<file path="config.mk">
export PLATFORM = sky130hd
export DESIGN_NAME = pc_fetch_ctrl
export DESIGN_NICKNAME = d
export VERILOG_FILES = /design/src/rtl/pc_fetch_ctrl.sv
export SDC_FILE = /design/constraint.sdc
export NUM_CORES = 1
export LEC_CHECK = 0
export BUFFER_PORTS_ARGS = -buffer_cell sky130_fd_sc_hd__buf_2
export CORE_MARGIN = 1
export CORE_UTILIZATION = 49
export DETAILED_ROUTE_END_ITERATION = 8
export GPL_TIMING_DRIVEN = 0
export PLACE_DENSITY_LB_ADDON = 0.3
export SYNTH_ARGS = -nofsm -noshare
export SYNTH_HDL_FRONTEND = slang
export SYNTH_SLANG_ARGS = --single-unit
export TNS_END_PERCENT = 50
</file>
<file path="constraint.sdc">
create_clock -name clk -period 5.92 [get_ports clk]
set_clock_uncertainty 0.15 [all_clocks]
set_input_delay 1.184 -clock clk [delete_from_list [all_inputs] [get_ports clk]]
set_output_delay 1.184 -clock clk [all_outputs]
set_load 0.01 [all_outputs]
</file>
<file path="src/rtl/pc_fetch_ctrl.sv">
// pc_fetch_ctrl
//   Instruction fetch controller. It reads one instruction at a time from
//   instruction memory at the address held in an external PC register. It
//   hands the instruction to decode. It advances the PC by 4 or redirects
//   it to a target from execute.
//
// Ports
//   clk             system clock, rising edge
//   rst             asynchronous active-high reset
//   pc_in           current value of the external PC register
//   pc_ena          PC register write enable (single-cycle pulse)
//   pc_next         value the PC register loads while pc_ena=1
//   imem_req        instruction memory read request, held until imem_ack
//   imem_addr       instruction memory read address
//   imem_ack        instruction memory read acknowledge
//   imem_rdata      instruction memory read data, valid with imem_ack
//   inst_valid      instruction available to decode
//   inst            instruction word
//   inst_pc         address of inst
//   inst_ready      decode accepts the instruction
//   redirect        taken branch, jump or exception from execute
//   redirect_target new PC on redirect
//   fetch_err       sticky misaligned-PC flag, cleared by redirect
//   fetch_cnt       number of instructions delivered to decode (wraps)
module pc_fetch_ctrl #(
  parameter logic [31:0] RESET_PC = 32'h00400000
) (
  input  logic        clk,
  input  logic        rst,
  input  logic [31:0] pc_in,
  output logic        pc_ena,
  output logic [31:0] pc_next,
  output logic        imem_req,
  output logic [31:0] imem_addr,
  input  logic        imem_ack,
  input  logic [31:0] imem_rdata,
  output logic        inst_valid,
  output logic [31:0] inst,
  output logic [31:0] inst_pc,
  input  logic        inst_ready,
  input  logic        redirect,
  input  logic [31:0] redirect_target,
  output logic        fetch_err,
  output logic [15:0] fetch_cnt
);

  typedef enum logic [2:0] {
    S_REQ   = 3'd0,
    S_WAIT  = 3'd1,
    S_HOLD  = 3'd2,
    S_ADV   = 3'd3,
    S_DRAIN = 3'd4,
    S_ERR   = 3'd5
  } state_t;

  state_t      r_state, w_state;
  logic        r_pc_ena, w_pc_ena;
  logic [31:0] r_pc_next, w_pc_next;
  logic        r_imem_req, w_imem_req;
  logic [31:0] r_imem_addr, w_imem_addr;
  logic        r_inst_valid, w_inst_valid;
  logic [31:0] r_inst, w_inst;
  logic [31:0] r_inst_pc, w_inst_pc;
  logic        r_fetch_err, w_fetch_err;
  logic [15:0] r_fetch_cnt, w_fetch_cnt;
  // A PC load requested while pc_ena is already high is parked here and
  // pulsed on the following cycle, so pc_ena is never high twice in a row.
  logic        r_pend, w_pend;
  logic        w_load;
  logic [31:0] w_load_val;

  always_ff @(posedge clk or posedge rst) begin
    if (rst) begin
      r_state      <= S_REQ;
      r_pc_ena     <= 1'b0;
      r_pc_next    <= RESET_PC;
      r_imem_req   <= 1'b0;
      r_imem_addr  <= 32'd0;
      r_inst_valid <= 1'b0;
      r_inst       <= 32'd0;
      r_inst_pc    <= RESET_PC;
      r_fetch_err  <= 1'b0;
      r_fetch_cnt  <= 16'd0;
      r_pend       <= 1'b0;
    end else begin
      r_state      <= w_state;
      r_pc_ena     <= w_pc_ena;
      r_pc_next    <= w_pc_next;
      r_imem_req   <= w_imem_req;
      r_imem_addr  <= w_imem_addr;
      r_inst_valid <= w_inst_valid;
      r_inst       <= w_inst;
      r_inst_pc    <= w_inst_pc;
      r_fetch_err  <= w_fetch_err;
      r_fetch_cnt  <= w_fetch_cnt;
      r_pend       <= w_pend;
    end
  end

  always_comb begin
    w_state      = r_state;
    w_pc_ena     = 1'b0;
    w_pc_next    = r_pc_next;
    w_imem_req   = r_imem_req;
    w_imem_addr  = r_imem_addr;
    w_inst_valid = r_inst_valid;
    w_inst       = r_inst;
    w_inst_pc    = r_inst_pc;
    w_fetch_err  = r_fetch_err;
    w_fetch_cnt  = r_fetch_cnt;
    w_pend       = r_pend;
    w_load       = 1'b0;
    w_load_val   = r_pc_next;

    // Redirect wins over everything: the instruction in flight is dropped
    // and the error flag is cleared.
    if (redirect) begin
      w_load       = 1'b1;
      w_load_val   = redirect_target;
      w_inst_valid = 1'b0;
      w_fetch_err  = 1'b0;
    end

    case (r_state)
      S_REQ: begin
        if (redirect) begin
          w_state = S_ADV;
        end else if (pc_in[1:0] != 2'b00) begin
          w_fetch_err = 1'b1;
          w_state     = S_ERR;
        end else begin
          w_imem_req  = 1'b1;
          w_imem_addr = pc_in;
          w_state     = S_WAIT;
        end
      end
      S_WAIT: begin
        if (redirect) begin
          if (imem_ack) begin
            w_imem_req = 1'b0;
            w_state    = S_ADV;
          end else begin
            // Request stays open; its data is thrown away in S_DRAIN.
            w_state = S_DRAIN;
          end
        end else if (imem_ack) begin
          w_inst       = imem_rdata;
          w_inst_pc    = r_imem_addr;
          w_inst_valid = 1'b1;
          w_imem_req   = 1'b0;
          w_state      = S_HOLD;
        end
      end
      S_HOLD: begin
        if (redirect) begin
          w_state = S_ADV;
        end else if (r_inst_valid && inst_ready) begin
          w_inst_valid = 1'b0;
          w_load       = 1'b1;
          w_load_val   = r_inst_pc + 32'd4;
          w_fetch_cnt  = r_fetch_cnt + 16'd1;
          w_state      = S_ADV;
        end
      end
      S_ADV: begin
        // Leave only once no PC load is outstanding, so S_REQ always sees
        // the updated PC register.
        if (redirect || r_pend) begin
          w_state = S_ADV;
        end else begin
          w_state = S_REQ;
        end
      end
      S_DRAIN: begin
        if (imem_ack) begin
          w_imem_req = 1'b0;
          w_state    = S_ADV;
        end
      end
      S_ERR: begin
        if (redirect) begin
          w_state = S_ADV;
        end
      end
      default: begin
        w_state    = S_REQ;
        w_imem_req = 1'b0;
      end
    endcase

    if (w_load) begin
      w_pc_next = w_load_val;
      if (r_pc_ena) begin
        w_pend = 1'b1;
      end else begin
        w_pc_ena = 1'b1;
        w_pend   = 1'b0;
      end
    end else if (r_pend) begin
      w_pc_ena = 1'b1;
      w_pend   = 1'b0;
    end
  end

  assign pc_ena     = r_pc_ena;
  assign pc_next    = r_pc_next;
  assign imem_req   = r_imem_req;
  assign imem_addr  = r_imem_addr;
  assign inst_valid = r_inst_valid;
  assign inst       = r_inst;
  assign inst_pc    = r_inst_pc;
  assign fetch_err  = r_fetch_err;
  assign fetch_cnt  = r_fetch_cnt;

endmodule

</file>
==> flow_summary.yaml <==
run_status:
  run_status: "complete, no violations"
drt:
  num_vias: 5414
  dr.pass1.iters: 4
  final_antenna_violating_net_count: 0
  drc_errors: 0
  drt_wl_total_um: 17900
  drt-vias-per-instance: 5.38
  initialDrtViolationCount: 407
  wl_per_cell_um: 17.8
logic_synthesis:
  synth_async_sr_flop_share_pct: 100
  avgSynthCellArea_um2: 12.1
  synth_top_cell_by_area: "sky130_fd_sc_hd__dfrtp_1"
  synth_cells: 550
  synth_top_cells_by_area: "sky130_fd_sc_hd__dfrtp_1 (56%), sky130_fd_sc_hd__mux2_2 (16%), sky130_fd_sc_hd__xnor2_1 (3.6%)"
  yosys_warnings: 0
  ys_seq_area_share_pct: 57.2
  yosys_register_bits: 152
  synth_largest_type_area_fraction_pct: 56.4
  yosys.cell_types.count: 45
  synth_area_um2: 6650
  synthesis.nets: 653
  synth_enable_flop_cells: 0
  ys_dominant_reg_cell: "sky130_fd_sc_hd__dfrtp_1"
clocking:
  clock_tree_from_tritoncts: "built"
  post_cts_buffers: 0
  tritoncts.num_buffers: 17
  cts_buffer_depth: 2
  cts_htree_levels: 4
  cts-root-buf: "sky130_fd_sc_hd__clkbuf_16"
  clk_latency_ns: 0.42
  clock_sink_count: 152
  hold_buffers: 0
  cts_resized: 0
  clock_transition_at_the_registers_of_the_reported_paths_ns: 0.06
sta:
  postLayoutSetupSlackWorst_ns: 2.87
  worst_pin_slew_ns: 0.878
  final-max-slew-violation-count: 0
  worst_hold_slack_ns: 0.320
  timing.final.crit_share_pct: 51.5
  max_clock_freq_ghz: 0.328
  rsz0062_at_grt: "no"
  finalHoldViolCount: 0
  timing.max_slew.rel_slack_pct: 41.0
  setup_violations: 0
  final_period_minus_worst_setup_slack_ns: 3.05
critical_path:
  timing.critical_path.cells: "buf_2, nor2b_1, nand3_1, clkbuf_1, clkbuf_1, mux2_2"
  worstSetupStartpoint: "redirect"
  worstPathArrival_ns: 3.20
  worst_path_largest_cell_delay_ns: 0.61
  required_ns: 6.07
  worst_setup_path_start_kind: "input pin"
  worst_r2r_startpoint: "r_state[1]$_DFFE_PP0P_"
  timing.critical_path.fanout_max: 10
  critical-path-top-cell-by-count: "sky130_fd_sc_hd__clkbuf_1"
  critPathKind: "in2reg"
  critPathSlowestCell: "sky130_fd_sc_hd__clkbuf_1"
  worstRegToRegCells: 6
  critPathCaptureType: "register"
floorplan:
  core_area_um2: 13200
  dieArea_um2: 14000
  rows: 42
  die_h_um: 119
  floorplan.initialDensity_pct: 50.2
  ios: 249
  die_w_um: 119
power:
  pwr-share-comb_pct: 28.6
  intPower_mw: 2.55
  share_seq_of_total_power_pct: 42.9
  vdd_drop_max_mv: 0.323
  power_density_nw_per_um2: 432
  power.clock.fraction_pct: 28.5
  power.net_switching_mw: 1.24
  total_power_mw: 3.78
  swShare_pct: 32.7
  cellLeakagePower_nw: 4.37
hold_path:
  hold_path_class: "reg2reg"
  worstHoldStart: "fetch_cnt[15]$_DFFE_PP0P_"
  holdPathStages: 1
grt:
  grt_max_degree: 86
  grt_antenna_before_repair: 1
  global_route_wire_length_before_repair_um: 28500
  groute.usage.overall_pct: 26.5
  first_global_vias: 5517
  grt-ovfl-total: 0
finish:
  final_cells: 1007
  fin_nets: 920
  post_route_cells_drive_above_1_share_pct: 46.5
  area.growth.synth_to_final_pct: 31.5
place:
  dp_hpwl_um: 13400
  dp_cells: 974
  detailedPlace.worstSlack_ns: 2.43
  place.port_buffers: 247
  gp_congestion: 0.845
flow_run:
  timing.max_cap.violations: 0
==> flip-flops by register name (all words and copies together), names as in the netlist <==
register	flops
imem_addr	32
inst	32
inst_pc	32
pc_next	32
fetch_cnt	16
r_state	3
fetch_err	1
imem_req	1
inst_valid	1
pc_ena	1
r_pend	1
==> stage by stage <==
stage	setup TNS (ns)	instance area [um^2]	utilization, %
after floorplan	0	6650	-
after global placement	-132.68	8110	61.2
after detailed placement	0	8140	61.5
after CTS	0	8740	66.0
after global routing	0	8750	66.1
final	0	8750	66.1
==> critical path, delay by kind of cell <==
| family | cells | cell delay [ns] |
|---|---|---|
| mux | 1 | 0.41 |
| simple gates | 2 | 0.26 |
| buf+inv | 3 | 1.33 |
==> area by class of cell <==
class,instances,area [um^2]
timing repair buffer,248,1260
fill,1081,4500
buffer,28,123
tap,176,220
inverter,17,68.8
clock inverter,13,149
antenna,1,2.50
sequential,152,3810
multi-input combinational,353,2660
clock buffer,19,453
==> kinds of logic (layout without fill, tap and decap cells) <==
logic type	Yosys count	after routing	share of synthesized area (%)
buffers and inverters	45	325	2.80
muxes	99	99	16.7
other	0	1	0
adders and majority gates	2	2	0.376
AOI/OAI and AO/OA	58	58	5.96
DFF	152	152	57.2
xor gates and xnor gates	42	42	5.53
and+or+nand+nor	152	152	11.5
==> per-layer routing <==
metal	routed length (um)	global-route usage, %
met2	9000	44.2
met1	7150	33.1
met3	1410	7.87
met5	0	0
met4	354	8.54
==> power by group through the flow <==
stage                     Clock [mW]  Combinational (mW)  Sequential, mW
after floorplan                    0               0.471            1.73
after global placement             0                1.04            1.61
after detailed placement           0                1.08            1.63
after CTS                       1.10                1.09            1.62
after global routing            1.14                1.17            1.67
final                           1.08                1.08            1.62
==> cells in the final DEF (no fill, tap or decap), drive strengths merged, types with 3 or more instances in the layout <==
master and instances:
clkinv 5, and3 6, clkinvlp 6, a221oi 12, o21ai 16, nor4 3, or2 3, nand3 13
mux2i 5, xnor2 27, nor3 17, a31oi 3, nand4 14, and4 4, o221ai 6, dfrtp 150
nand2 46, mux2 94, xor2 15, a21oi 10, buf 255, nor2b 4, and2 4, inv 17
clkbuf 40, nor2 30
==> synthesized netlist by cell type, types with 4 or more instances <==
cell,n
sky130_fd_sc_hd__dfrtp_1,150
sky130_fd_sc_hd__xor2_1,15
sky130_fd_sc_hd__and3_1,6
sky130_fd_sc_hd__clkbuf_1,21
sky130_fd_sc_hd__and4_1,4
sky130_fd_sc_hd__inv_1,17
sky130_fd_sc_hd__nand3_1,13
sky130_fd_sc_hd__nand2_1,46
sky130_fd_sc_hd__a21oi_1,10
sky130_fd_sc_hd__nor2b_1,4
sky130_fd_sc_hd__nand4_1,14
sky130_fd_sc_hd__o221ai_1,6
sky130_fd_sc_hd__and2_1,4
sky130_fd_sc_hd__nor2_1,30
sky130_fd_sc_hd__mux2_2,94
sky130_fd_sc_hd__a221oi_1,12
sky130_fd_sc_hd__mux2i_1,5
sky130_fd_sc_hd__o21ai_0,16
sky130_fd_sc_hd__xnor2_1,27
sky130_fd_sc_hd__nor3_1,16
==> path summary, 6_finish.rpt <==
check / to / slack, ns
worst max-delay path: inst_pc[2]$_DFFE_PP0P_ / 2.87
worst min-delay path: fetch_cnt[15]$_DFFE_PP0P_ / 0.32
worst max register to register: inst_pc[2]$_DFFE_PP0P_ / 3.27
worst min register to register: fetch_cnt[15]$_DFFE_PP0P_ / 0.32
max in group asynchronous: fetch_cnt[14]$_DFFE_PP0P_ / 4.10
min in group asynchronous: inst[7]$_DFFE_PP0P_ / 0.70
(Power assumes the default switching activity.)
